File: src/rtl/bmf_part_pkg.sv
// Shared types, widths and the round-robin pick helper for the BMF partition arbiter.
package bmf_part_pkg;

  localparam int PART_W  = 10;
  localparam int CNT_W   = 16;
  localparam int MAX_REQ = 8;

  typedef logic [PART_W-1:0] part_word_t;

  // First eligible requester at or after ptr, scanning upward modulo nreq; one-hot or zero.
  function automatic logic [MAX_REQ-1:0] rr_pick(input logic [MAX_REQ-1:0] eligible,
                                                 input logic [2:0]         ptr,
                                                 input int                 nreq);
    logic [MAX_REQ-1:0] gnt;
    logic               found;
    int                 idx;
    gnt   = '0;
    found = 1'b0;
    for (int k = 0; k < MAX_REQ; k++) begin
      if (k < nreq) begin
        idx = int'(ptr) + k;
        if (idx >= nreq) begin
          idx = idx - nreq;
        end else begin
          idx = idx;
        end
        if (!found && eligible[idx[2:0]]) begin
          gnt[idx[2:0]] = 1'b1;
          found         = 1'b1;
        end else begin
          found = found;
        end
      end else begin
        found = found;
      end
    end
    return gnt;
  endfunction

endpackage

File: src/rtl/bmf_rr_arbiter.sv
// Combinational round-robin grant: one-hot grant, its index, and the pointer to use after it.
module bmf_rr_arbiter
  import bmf_part_pkg::*;
#(
  parameter  int NREQ = 4,
  localparam int IDW  = $clog2(NREQ)
) (
  input  logic [NREQ-1:0] eligible,
  input  logic [IDW-1:0]  ptr,
  input  logic            advance,
  output logic [NREQ-1:0] grant,
  output logic [IDW-1:0]  grant_id,
  output logic [IDW-1:0]  ptr_next
);

  logic [MAX_REQ-1:0] elig_pad_s;
  logic [MAX_REQ-1:0] pick_s;

  // Widen to the helper's fixed width and gate the pick with advance.
  always_comb begin
    elig_pad_s             = '0;
    elig_pad_s[NREQ-1:0]   = eligible;
    pick_s                 = rr_pick(elig_pad_s, 3'(ptr), NREQ);
    if (advance) begin
      grant = pick_s[NREQ-1:0];
    end else begin
      grant = '0;
    end
  end

  // Encode the granted index and the wrap-around successor pointer.
  always_comb begin
    grant_id = '0;
    for (int i = 0; i < NREQ; i++) begin
      if (grant[i]) begin
        grant_id = IDW'(i);
      end else begin
        grant_id = grant_id;
      end
    end
    if (grant_id == IDW'(NREQ - 1)) begin
      ptr_next = '0;
    end else begin
      ptr_next = grant_id + IDW'(1);
    end
  end

endmodule

File: src/rtl/bmf_part_arbiter.sv
// Time-shares one combinational BMF partition among NREQ requesters through a
// 2-stage stall-able pipeline; responses carry the originating requester id.
module bmf_part_arbiter
  import bmf_part_pkg::*;
#(
  parameter  int NREQ = 4,
  parameter  int W    = PART_W,
  localparam int IDW  = $clog2(NREQ)
) (
  input  logic            clk,
  input  logic            rst_n,
  input  logic [NREQ-1:0] req_valid,
  output logic [NREQ-1:0] req_ready,
  input  logic [NREQ*W-1:0] req_data,
  output logic [W-1:0]    dp_in,
  input  logic [W-1:0]    dp_out,
  output logic            resp_valid,
  input  logic            resp_ready,
  output logic [W-1:0]    resp_data,
  output logic [IDW-1:0]  resp_id,
  input  logic [NREQ-1:0] cfg_mask,
  input  logic            cfg_bypass,
  output logic [CNT_W-1:0] op_count
);

  logic            s1_v_r, s2_v_r;
  logic [IDW-1:0]  s1_id_r, s2_id_r, rr_ptr_r;
  logic [W-1:0]    s1_op_r, s2_data_r;
  logic [CNT_W-1:0] cnt_r;

  logic            s1_load_s, s2_load_s, gnt_any_s;
  logic [NREQ-1:0] grant_s;
  logic [IDW-1:0]  gnt_id_s, ptr_next_s;
  logic [W-1:0]    gnt_op_s;

  assign s2_load_s = s1_v_r & (~s2_v_r | resp_ready);
  assign s1_load_s = ~s1_v_r | s2_load_s;
  assign gnt_any_s = |grant_s;

  // Reset gates advance so no requester sees ready while rst_n is low.
  bmf_rr_arbiter #(.NREQ(NREQ)) u_rr (
    .eligible (req_valid & cfg_mask),
    .ptr      (rr_ptr_r),
    .advance  (s1_load_s & rst_n),
    .grant    (grant_s),
    .grant_id (gnt_id_s),
    .ptr_next (ptr_next_s)
  );

  // Select the granted requester's operand.
  always_comb begin
    gnt_op_s = '0;
    for (int i = 0; i < NREQ; i++) begin
      if (grant_s[i]) begin
        gnt_op_s = req_data[i*W +: W];
      end else begin
        gnt_op_s = gnt_op_s;
      end
    end
  end

  // Stage 1: operand register drives the partition; idle loads keep dp_in quiet.
  always_ff @(posedge clk) begin
    if (!rst_n) begin
      s1_v_r   <= 1'b0;
      s1_id_r  <= '0;
      s1_op_r  <= '0;
      rr_ptr_r <= '0;
    end else if (s1_load_s) begin
      if (gnt_any_s) begin
        s1_v_r   <= 1'b1;
        s1_id_r  <= gnt_id_s;
        s1_op_r  <= gnt_op_s;
        rr_ptr_r <= ptr_next_s;
      end else begin
        s1_v_r <= 1'b0;
      end
    end else begin
      s1_v_r <= s1_v_r;
    end
  end

  // Stage 2: capture partition result (or operand in bypass) and hold it while stalled.
  always_ff @(posedge clk) begin
    if (!rst_n) begin
      s2_v_r    <= 1'b0;
      s2_id_r   <= '0;
      s2_data_r <= '0;
    end else if (s2_load_s) begin
      s2_v_r    <= 1'b1;
      s2_id_r   <= s1_id_r;
      s2_data_r <= cfg_bypass ? s1_op_r : dp_out;
    end else if (resp_ready) begin
      s2_v_r <= 1'b0;
    end else begin
      s2_v_r <= s2_v_r;
    end
  end

  // Saturating count of completed response handshakes.
  always_ff @(posedge clk) begin
    if (!rst_n) begin
      cnt_r <= '0;
    end else if (s2_v_r & resp_ready & ~(&cnt_r)) begin
      cnt_r <= cnt_r + CNT_W'(1);
    end else begin
      cnt_r <= cnt_r;
    end
  end

  assign req_ready  = grant_s;
  assign dp_in      = s1_op_r;
  assign resp_valid = s2_v_r;
  assign resp_id    = s2_id_r;
  assign resp_data  = s2_data_r;
  assign op_count   = cnt_r;

endmodule

File: config.mk
export PLATFORM = sky130hd
export DESIGN_NAME = bmf_part_arbiter
export DESIGN_NICKNAME = d
export VERILOG_FILES = /design/src/rtl/bmf_part_pkg.sv /design/src/rtl/bmf_rr_arbiter.sv /design/src/rtl/bmf_part_arbiter.sv
export SDC_FILE = /design/constraint.sdc
export NUM_CORES = 1
export LEC_CHECK = 0
export ABC_AREA = 1
export BUFFER_PORTS_ARGS = -buffer_cell sky130_fd_sc_hd__buf_2
export CORE_MARGIN = 1
export CORE_UTILIZATION = 50
export DETAILED_ROUTE_END_ITERATION = 7
export GPL_ROUTABILITY_DRIVEN = 0
export PLACE_DENSITY = 0.81
export SLEW_MARGIN = 20
export SYNTH_ARGS = -nofsm -noshare
export SYNTH_HDL_FRONTEND = slang
export SYNTH_SLANG_ARGS = --single-unit
File: constraint.sdc
create_clock -name clk -period 3.3 [get_ports clk]
set_input_delay 0.33 -clock clk [delete_from_list [all_inputs] [get_ports clk]]
set_output_delay 0.33 -clock clk [all_outputs]
set_load 0.02 [all_outputs]
==> results of run 1 <==
[metrics by stage]
step	util	instance area (sq um)	hold slack (ns)
after floorplan	-	2830	0.455
after global placement	0.612	3350	0.466
after detailed placement	0.612	3350	0.473
after CTS	0.629	3440	0.320
after global routing	0.629	3440	0.351
final	0.629	3440	0.320
[cell type report]
cell class                      count  area, sq um  share of cell area
Timing Repair Buffer              105          528               0.153
Multi-Input combinational cell    305         1610               0.467
Inverter                           65          244              0.0709
Sequential cell                    44          881               0.256
Tap cell                           72         90.1              0.0262
Clock buffer                        8         90.1              0.0262
[worst paths after layout]
check / from / slack [ns] / endpoint
hold reg to reg: resp_id[1] / 0.48 / resp_id[1]
setup / recovery: rr_ptr_r[0] / 0.26 / req_ready[0]
setup reg to reg: rr_ptr_r[1] / 0.47 / dp_in[3]
hold / removal: req_data[39] / 0.32 / dp_in[9]
[tightest hold or removal path, delay by kind of cell]
kind | cells | cell delay [ns]
simple gates | 3 | 0.15
buf+inv | 2 | 0.11
[logic make-up after synthesis]
logic type,Yosys count
simple gates,227
buf+inv,83
compound gates,65
flops,44
fa+ha+maj,10
xor+xnor,3
[cells in the mapped netlist (all sizes together) (2+ instances only)]
library cell	count
xor2	2
clkbuf	10
nor3	6
nor2	34
buf	8
nand4	11
inv	65
a21boi	2
nand2	100
o21a	2
o21ai	21
nand3	64
or2	11
a21oi	36
ha	10
dfxtp	44
[cell usage in the layout (no fill, tap or decap), drive strengths merged, types with 11 or more instances in the layout]
cell   Yosys  routed
a21oi     36      36
buf        8     105
dfxtp     44      44
inv       65      65
nand2    100     100
nand3     64      64
nand4     11      11
nor2      34      34
o21ai     21      21
or2       11      11
[report_power, final]
| group | switching (mW) | internal [mW] | leakage (nW) |
|---|---|---|---|
| Clock | 0.177 | 0.171 | 0.0455 |
| Sequential | 0.126 | 0.690 | 0.359 |
| Combinational | 0.937 | 0.475 | 1.43 |
[registers in the layout, summed over array words and instances (netlist names)]
| register | flops |
|---|---|
| dp_in | 10 |
| resp_valid | 1 |
| s1_v_r | 1 |
| resp_id | 2 |
| rr_ptr_r | 2 |
| s1_id_r | 2 |
| op_count | 16 |
| resp_data | 10 |
[routing by layer]
layer  wire length (microns)  global-route usage
met5                       0                   0
met3                     460              0.0583
met4                      88              0.0717
met2                    3180               0.395
met1                    3130               0.283
==> impl_metrics.env, run 1 <==
export IMPL_status="completed"
export IMPL_synth_seq_area_share=0.312
export IMPL_ys_ff_latch=44
export IMPL_synth_xor_area_share=0.00930
export IMPL_yosys_area_share_simple=0.391
export IMPL_path_cells="inv_2 -> ha_1 -> inv_1 -> nand3_1 -> nand3_2 -> nand2_2 -> nor2_4 -> nand2_1 -> nand3_1 -> nand2_1 -> inv_1 -> buf_2"
export IMPL_ys_types=36
export IMPL_drt_wl_total_mm=6.86
export IMPL_nets=598
export IMPL_port_buffers=104
export IMPL_worstPathMaxFanout=11
export IMPL_fin_crit_sh=0.920
export IMPL_syn_inst=432
export IMPL_synth_edf_count=0
export IMPL_cts_buffer_depth=2
export IMPL_fin_crit_ns=3.04
export IMPL_first_global_vias=2696
export IMPL_grt_setup_unrepaired="false"
export IMPL_crit_family="simple AND/OR/NAND/NOR gates"
export IMPL_antenna_cells=0
export IMPL_ctsHoldBuffers=0
export IMPL_fin_worst_skew_ns=0.00567
export IMPL_overflow=0
export IMPL_synth_top_family_by_area="simple AND/OR/NAND/NOR gates"
export IMPL_holdPathStages=5
export IMPL_mappedNetlistArea_sq_um=2830
export IMPL_fin_ws_ns=0.263
export IMPL_startpoint_type="flip-flop"
export IMPL_ys_warnings_count=0
export IMPL_synth_area_mux_share=0
export IMPL_timing_max_slew_rel_slack=0.628
export IMPL_drv_slew=0
export IMPL_hold_path_class="primary input to flip-flop"
export IMPL_rows=27
export IMPL_cts_sinks=44
export IMPL_path_class="flip-flop to primary output"
export IMPL_cts_repair_resized=0
export IMPL_syn_nets=504
export IMPL_arrival_ns=2.71
export IMPL_yosys_area_share_adder=0.0443
export IMPL_dpl_hpwl_mm=5.25
export IMPL_core_area_sq_um=5470
export IMPL_initial_core_util=0.516
export IMPL_layout_drive_gt1_share=0.266
export IMPL_fin_tns_setup_ns=0
export IMPL_cts_setup_buffers=0
export IMPL_via_per_inst=5.05
export IMPL_final_cells=599
export IMPL_io_pins=105
export IMPL_peakVddDrop_uv=469
export IMPL_clk_pin_slew_worst_paths_ns=0.08
export IMPL_post_drt_wl_per_cell_microns=11.4
export IMPL_fill_cells=534
export IMPL_die_w_microns=77.2
export IMPL_synth_area_leader_cell="dfxtp_1"
export IMPL_route_vias_total=3025
export IMPL_ff2ff_path_depth=16
export IMPL_grt_antenna_before_repair=0
export IMPL_track_usage=0.231
export IMPL_async_flop_share=0
export IMPL_p_total_mw=2.58
export IMPL_avgSynthCellArea_sq_um=6.54
export IMPL_maxCapViolCount=0
export IMPL_synth_flop_cell="dfxtp_1"
export IMPL_worstSkewPairLatency_ns=0.29
export IMPL_cp_slowest_cell="dfxtp_1"
export IMPL_synth_compound_area_frac=0.124
export IMPL_end_kind="primary output"
export IMPL_grt_max_degree=35
export IMPL_critical_path_required_ns=2.97
export IMPL_firstDrtPassIters=5
export IMPL_yosys_area_top_type_share=0.312
export IMPL_p_per_area_nw_per_um2=749
export IMPL_drt_initial_drc_count=174
export IMPL_final_hold_viol_count=0
export IMPL_fmax_mhz=329
export IMPL_synth_top_cells_by_area="dfxtp_1 (31%), nand2_1 (12%), nand3_1 (10%), inv_1 (7.8%), a21oi_1 (6.4%)"
export IMPL_p_leak_nw=1.83
export IMPL_cpPeakStageDelay_ns=0.54
export IMPL_htree_levels=2
export IMPL_area_growth_pct=21.8
export IMPL_cts_root_buffer="clkbuf_8"
export IMPL_finalSetupViolCount=0
export IMPL_cts_tree="built"
export IMPL_place_inst=591
export IMPL_die_area_sq_um=5960
export IMPL_drc_errors=0
export IMPL_crit_cells=12
export IMPL_tightest_slew_ns=0.557
export IMPL_grt_pass1_wl_mm=11.4
export IMPL_cts_buffers=5
export IMPL_path_buf_inv=4
export IMPL_pre_cts_slack_ns=0.539
export IMPL_die_y_microns=77.2
export IMPL_postRouteAntennaNets=0
No activity file was read; power rests on OpenSTA's default activity.
==> run 2: changes to the inputs <==
CELL_PAD_IN_SITES_DETAIL_PLACEMENT = 0   (was not set)
CELL_PAD_IN_SITES_GLOBAL_PLACEMENT = 2   (was not set)
CORE_UTILIZATION = 25   (was 50)
PLACE_DENSITY = not set   (was 0.81)
PLACE_DENSITY_LB_ADDON = 0.1   (was not set)
clock period = 3.45 ns   (was 3.3 ns; I/O delays follow)
==> run 2 against run 1 <==
Effect of this change: register-to-register slack improved by 0.18 ns; critical path type unchanged; via count decreased by 1.2%; sequential cell count unchanged; clock skew about the same; global-route usage decreased by 8.4 points; setup slack improved by 0.14 ns; cell area increased by 3.5%; clock power increased by 28%; largest cell class unchanged; worst hold slack improved by 0.031 ns; power increased by 0.23%.
==> impl_metrics.env, run 2 (synthesis gave the netlist of run 1 again) <==
export IMPL_status="completed"
export IMPL_peakVddDrop_uv=371
export IMPL_first_global_vias=2931
export IMPL_maxCapViolCount=0
export IMPL_arrival_ns=2.70
export IMPL_largest_reg_flops=16
export IMPL_core_area_sq_um=10900
export IMPL_postRouteAntennaNets=0
export IMPL_die_y_microns=108
export IMPL_die_area_sq_um=11700
export IMPL_fin_worst_skew_ns=0.00577
export IMPL_final_hold_viol_count=0
export IMPL_final_cell_mix="buf_2 (104), nand2_1 (89), nand3_1 (59), inv_1 (59), dfxtp_1 (44)"
export IMPL_cts_root_buffer="clkbuf_16"
export IMPL_end_kind="primary output"
export IMPL_finalSetupViolCount=0
export IMPL_drv_slew=0
export IMPL_ff2ff_path_depth=16
export IMPL_path_class="flip-flop to primary output"
export IMPL_worstSkewPairLatency_ns=0.29
export IMPL_p_per_area_nw_per_um2=725
export IMPL_fin_crit_ns=3.04
export IMPL_post_drt_wl_per_cell_microns=12.4
export IMPL_area_growth_pct=26.0
export IMPL_fin_crit_sh=0.882
export IMPL_dpl_hpwl_mm=6.41
export IMPL_grt_pass1_wl_mm=13.5
export IMPL_p_leak_nw=1.85
export IMPL_cts_buffer_depth=2
export IMPL_drt_wl_total_mm=8.24
export IMPL_cts_setup_buffers=0
export IMPL_die_w_microns=108
export IMPL_rows=38
export IMPL_cts_tree="built"
export IMPL_grt_setup_unrepaired="false"
export IMPL_finish_utilization=0.326
export IMPL_worstPathMaxFanout=11
export IMPL_clk_pin_slew_worst_paths_ns=0.06
export IMPL_holdPathStages=5
export IMPL_antenna_cells=0
export IMPL_grt_max_degree=35
export IMPL_path_cells="inv_2 -> ha_1 -> inv_1 -> nand3_1 -> nand3_2 -> nand2_2 -> nor2_4 -> nand2_1 -> nand3_1 -> nand2_1 -> inv_1 -> buf_2"
export IMPL_startpoint_type="flip-flop"
export IMPL_io_pins=105
export IMPL_route_vias_total=2988
export IMPL_nets=598
export IMPL_fmax_mhz=329
export IMPL_via_per_inst=4.50
export IMPL_grt_antenna_before_repair=0
export IMPL_cts_sinks=44
export IMPL_ctsHoldBuffers=0
export IMPL_timing_max_slew_rel_slack=0.617
export IMPL_port_buffers=104
export IMPL_overflow=0
export IMPL_firstDrtPassIters=4
export IMPL_cts_buffers=5
export IMPL_cts_repair_resized=0
export IMPL_cp_slowest_cell="dfxtp_1"
export IMPL_critical_path_required_ns=3.11
export IMPL_layout_drive_gt1_share=0.265
export IMPL_hold_path_class="primary input to flip-flop"
export IMPL_drt_initial_drc_count=125
export IMPL_fin_tns_setup_ns=0
export IMPL_tightest_slew_ns=0.573
export IMPL_drc_errors=0
export IMPL_initial_core_util=0.258
export IMPL_track_usage=0.148
export IMPL_final_common_cell="buf_2"
export IMPL_htree_levels=2
export IMPL_cpPeakStageDelay_ns=0.52
-- run 2: cell types whose count changed in the layout (fill, tap and decap cells not counted), sizes merged --
cell    delta
clkbuf     -3
-- run 2: path summary, 6_finish.rpt --
| path | from | endpoint | slack (ns) |
|---|---|---|---|
| worst max-delay path | rr_ptr_r[0] | req_ready[0] | 0.41 |
| worst min-delay path | req_data[39] | dp_in[9] | 0.35 |
| worst max register to register | rr_ptr_r[1] | dp_in[4] | 0.65 |
| worst min register to register | resp_id[1] | resp_id[1] | 0.49 |
-- run 2: power breakdown --
group | leakage (nW) | internal (mW) | switching [mW]
clock network | 0.0616 | 0.256 | 0.187
registers | 0.359 | 0.661 | 0.117
logic | 1.43 | 0.453 | 0.906
total | 1.85 | 1.37 | 1.21
-- run 2: routing by layer --
layer / up-vias / global-route usage / part of all wire
met3: 7 / 0.0368 / 0.058
li1: 1576 / - / -
met5: - / 0 / 0
met2: 74 / 0.261 / 0.49
met4: 0 / 0.0405 / 0.010
met1: 1331 / 0.177 / 0.45
-- run 2: per-stage QoR --
stage	std cells	power (mW)	setup WS, ns	area [sq um]	hold slack (ns)
after global placement	659	2.18	0.699	3440	0.470
after floorplan	432	1.83	1.11	2830	0.455
after detailed placement	659	2.18	0.624	3440	0.472
after global routing	664	2.85	0.214	3560	0.388
final	664	2.58	0.407	3560	0.352
after CTS	664	2.64	0.385	3560	0.349
-- run 2: worst max-delay path, delay by kind of cell (launching register included) --
kind	cells	cell delay, ns
simple gates	7	1.01
flops	1	0.52
buf+inv	4	0.52
fa+ha+maj	1	0.36
-- run 2: final cells by class --
| type | count | area (sq um) |
|---|---|---|
| inverters | 65 | 244 |
| clock buffers | 5 | 125 |
| fillers | 1254 | 7370 |
| well taps | 140 | 175 |
| multi-input cells | 305 | 1610 |
| repair buffers | 105 | 528 |
| flip-flops and latches | 44 | 881 |
==> run 3: changes to the inputs <==
BUFFER_PORTS_ARGS = -buffer_cell sky130_fd_sc_hd__buf_4   (was -buffer_cell sky130_fd_sc_hd__buf_2)
==> run 3 against run 2 <==
Effect of this change: setup slack lost 0.011 ns; final cell count up 0.30%; cell area up 7.7%; critical path depth is the same; clock power rose by 9.5%; non-clock buffer count shrank 1; sequential share of layout area down 1.8 points; wire length up 0.44%; sequential power up 0.9%; largest cell class unchanged; largest power group unchanged; highest routed layer unchanged.
==> impl_metrics.env, run 3 (synthesis gave the netlist of run 1 again) <==
export IMPL_cts_repair_resized=0
export IMPL_die_area_sq_um=11700
export IMPL_rows=38
export IMPL_ctsHoldBuffers=0
export IMPL_fin_worst_skew_ns=0.00277
export IMPL_nets=597
export IMPL_fin_crit_ns=3.05
export IMPL_cts_root_buffer="clkbuf_16"
export IMPL_grt_antenna_before_repair=0
export IMPL_path_class="flip-flop to primary output"
export IMPL_critical_path_required_ns=3.11
export IMPL_worstSkewPairLatency_ns=0.28
export IMPL_hold_path_class="primary input to flip-flop"
export IMPL_drt_wl_total_mm=8.27
export IMPL_largest_reg_flops=16
export IMPL_fin_crit_sh=0.885
export IMPL_tightest_slew_ns=0.575
export IMPL_finalSetupViolCount=0
export IMPL_postRouteAntennaNets=0
export IMPL_grt_setup_unrepaired="false"
export IMPL_overflow=0
export IMPL_worstPathMaxFanout=11
export IMPL_fmax_mhz=327
export IMPL_layout_drive_gt1_share=0.264
export IMPL_track_usage=0.146
export IMPL_pre_cts_slack_ns=0.637
export IMPL_area_growth_pct=35.7
export IMPL_htree_levels=2
export IMPL_p_per_area_nw_per_um2=713
export IMPL_initial_core_util=0.258
export IMPL_cts_sinks=44
export IMPL_drc_errors=0
export IMPL_core_area_sq_um=10900
export IMPL_cts_buffers=5
export IMPL_final_cell_mix="buf_4 (104), nand2_1 (89), nand3_1 (59), inv_1 (59), dfxtp_1 (44)"
export IMPL_via_per_inst=4.47
export IMPL_grt_max_degree=36
export IMPL_port_buffers=104
export IMPL_cts_setup_buffers=0
export IMPL_fin_tns_setup_ns=0
export IMPL_cts_tree="built"
export IMPL_end_kind="primary output"
export IMPL_cts_buffer_depth=2
export IMPL_die_y_microns=108
export IMPL_io_pins=105
export IMPL_postPlaceCellArea_sq_um=3690
export IMPL_first_global_vias=2881
export IMPL_grt_pass1_wl_mm=13.5
export IMPL_arrival_ns=2.71
export IMPL_final_common_cell="buf_4"
export IMPL_fin_ws_ns=0.396
export IMPL_post_drt_wl_per_cell_microns=12.4
export IMPL_antenna_cells=0
export IMPL_p_leak_nw=1.91
export IMPL_dpl_hpwl_mm=6.42
export IMPL_final_hold_viol_count=0
export IMPL_startpoint_type="flip-flop"
export IMPL_route_vias_total=2976
export IMPL_maxCapViolCount=0
export IMPL_firstDrtPassIters=4
export IMPL_peakVddDrop_uv=314
export IMPL_final_area_sq_um=3830
export IMPL_status="completed"
export IMPL_drv_slew=0
export IMPL_timing_max_slew_rel_slack=0.616
export IMPL_clk_pin_slew_worst_paths_ns=0.06
export IMPL_drt_initial_drc_count=114
export IMPL_die_w_microns=108
## run 3: changes by cell type in the layout (fill, tap and decap cells not counted)
cell	before	now
buf_2	104	0
buf_4	1	104
clkbuf_1	0	2
clkbuf_8	0	1
## run 3: power by group
group	internal [mW]	switching [mW]	total, mW
registers	0.661	0.124	0.786
logic	0.546	0.915	1.46
clock network	0.289	0.197	0.486
## run 3: metrics by stage
| stage | power [mW] | hold slack [ns] | instances | util |
|---|---|---|---|---|
| after global routing | 2.99 | 0.382 | 666 | 0.351 |
| after floorplan | 1.83 | 0.455 | 432 | - |
| final | 2.73 | 0.357 | 666 | 0.351 |
| after CTS | 2.79 | 0.354 | 666 | 0.351 |
| after global placement | 2.28 | 0.476 | 658 | 0.337 |
| after detailed placement | 2.28 | 0.486 | 658 | 0.337 |
## run 3: cell type report
cell class | count | area (sq um)
multi-input cells | 305 | 1610
repair buffers | 104 | 781
fillers | 1225 | 7100
well taps | 140 | 175
inverters | 65 | 244
clock buffers | 8 | 146
flip-flops and latches | 44 | 881
## run 3: per-layer routing
metal | up-vias | GRT usage | share of wire
li1 | 1583 | - | -
met1 | 1313 | 0.177 | 0.44
met2 | 76 | 0.261 | 0.49
met3 | 4 | 0.0374 | 0.059
met4 | 0 | 0.0290 | 0.0062
met5 | - | 0 | 0
## run 3: final timing paths
path | to | slack (ns) | depth (start not counted) | start
hold / removal | dp_in[9] | 0.36 | 5 | req_data[39]
setup / recovery | req_ready[0] | 0.40 | 12 | rr_ptr_r[1]
setup reg to reg | dp_in[4] | 0.58 | 16 | rr_ptr_r[1]
hold reg to reg | resp_id[0] | 0.49 | 2 | resp_id[0]
## run 3: worst max-delay path, cell delays in order, from the launching register on
cell and delay, ns:
dfxtp_1 0.48, inv_1 0.23, ha_1 0.37, inv_1 0.06, nand3_1 0.09, nand3_2 0.11
nand2_2 0.12, inv_2 0.06, nand3_1 0.06, nand3_1 0.35, nand2_1 0.26, inv_1 0.07
buf_4 0.16
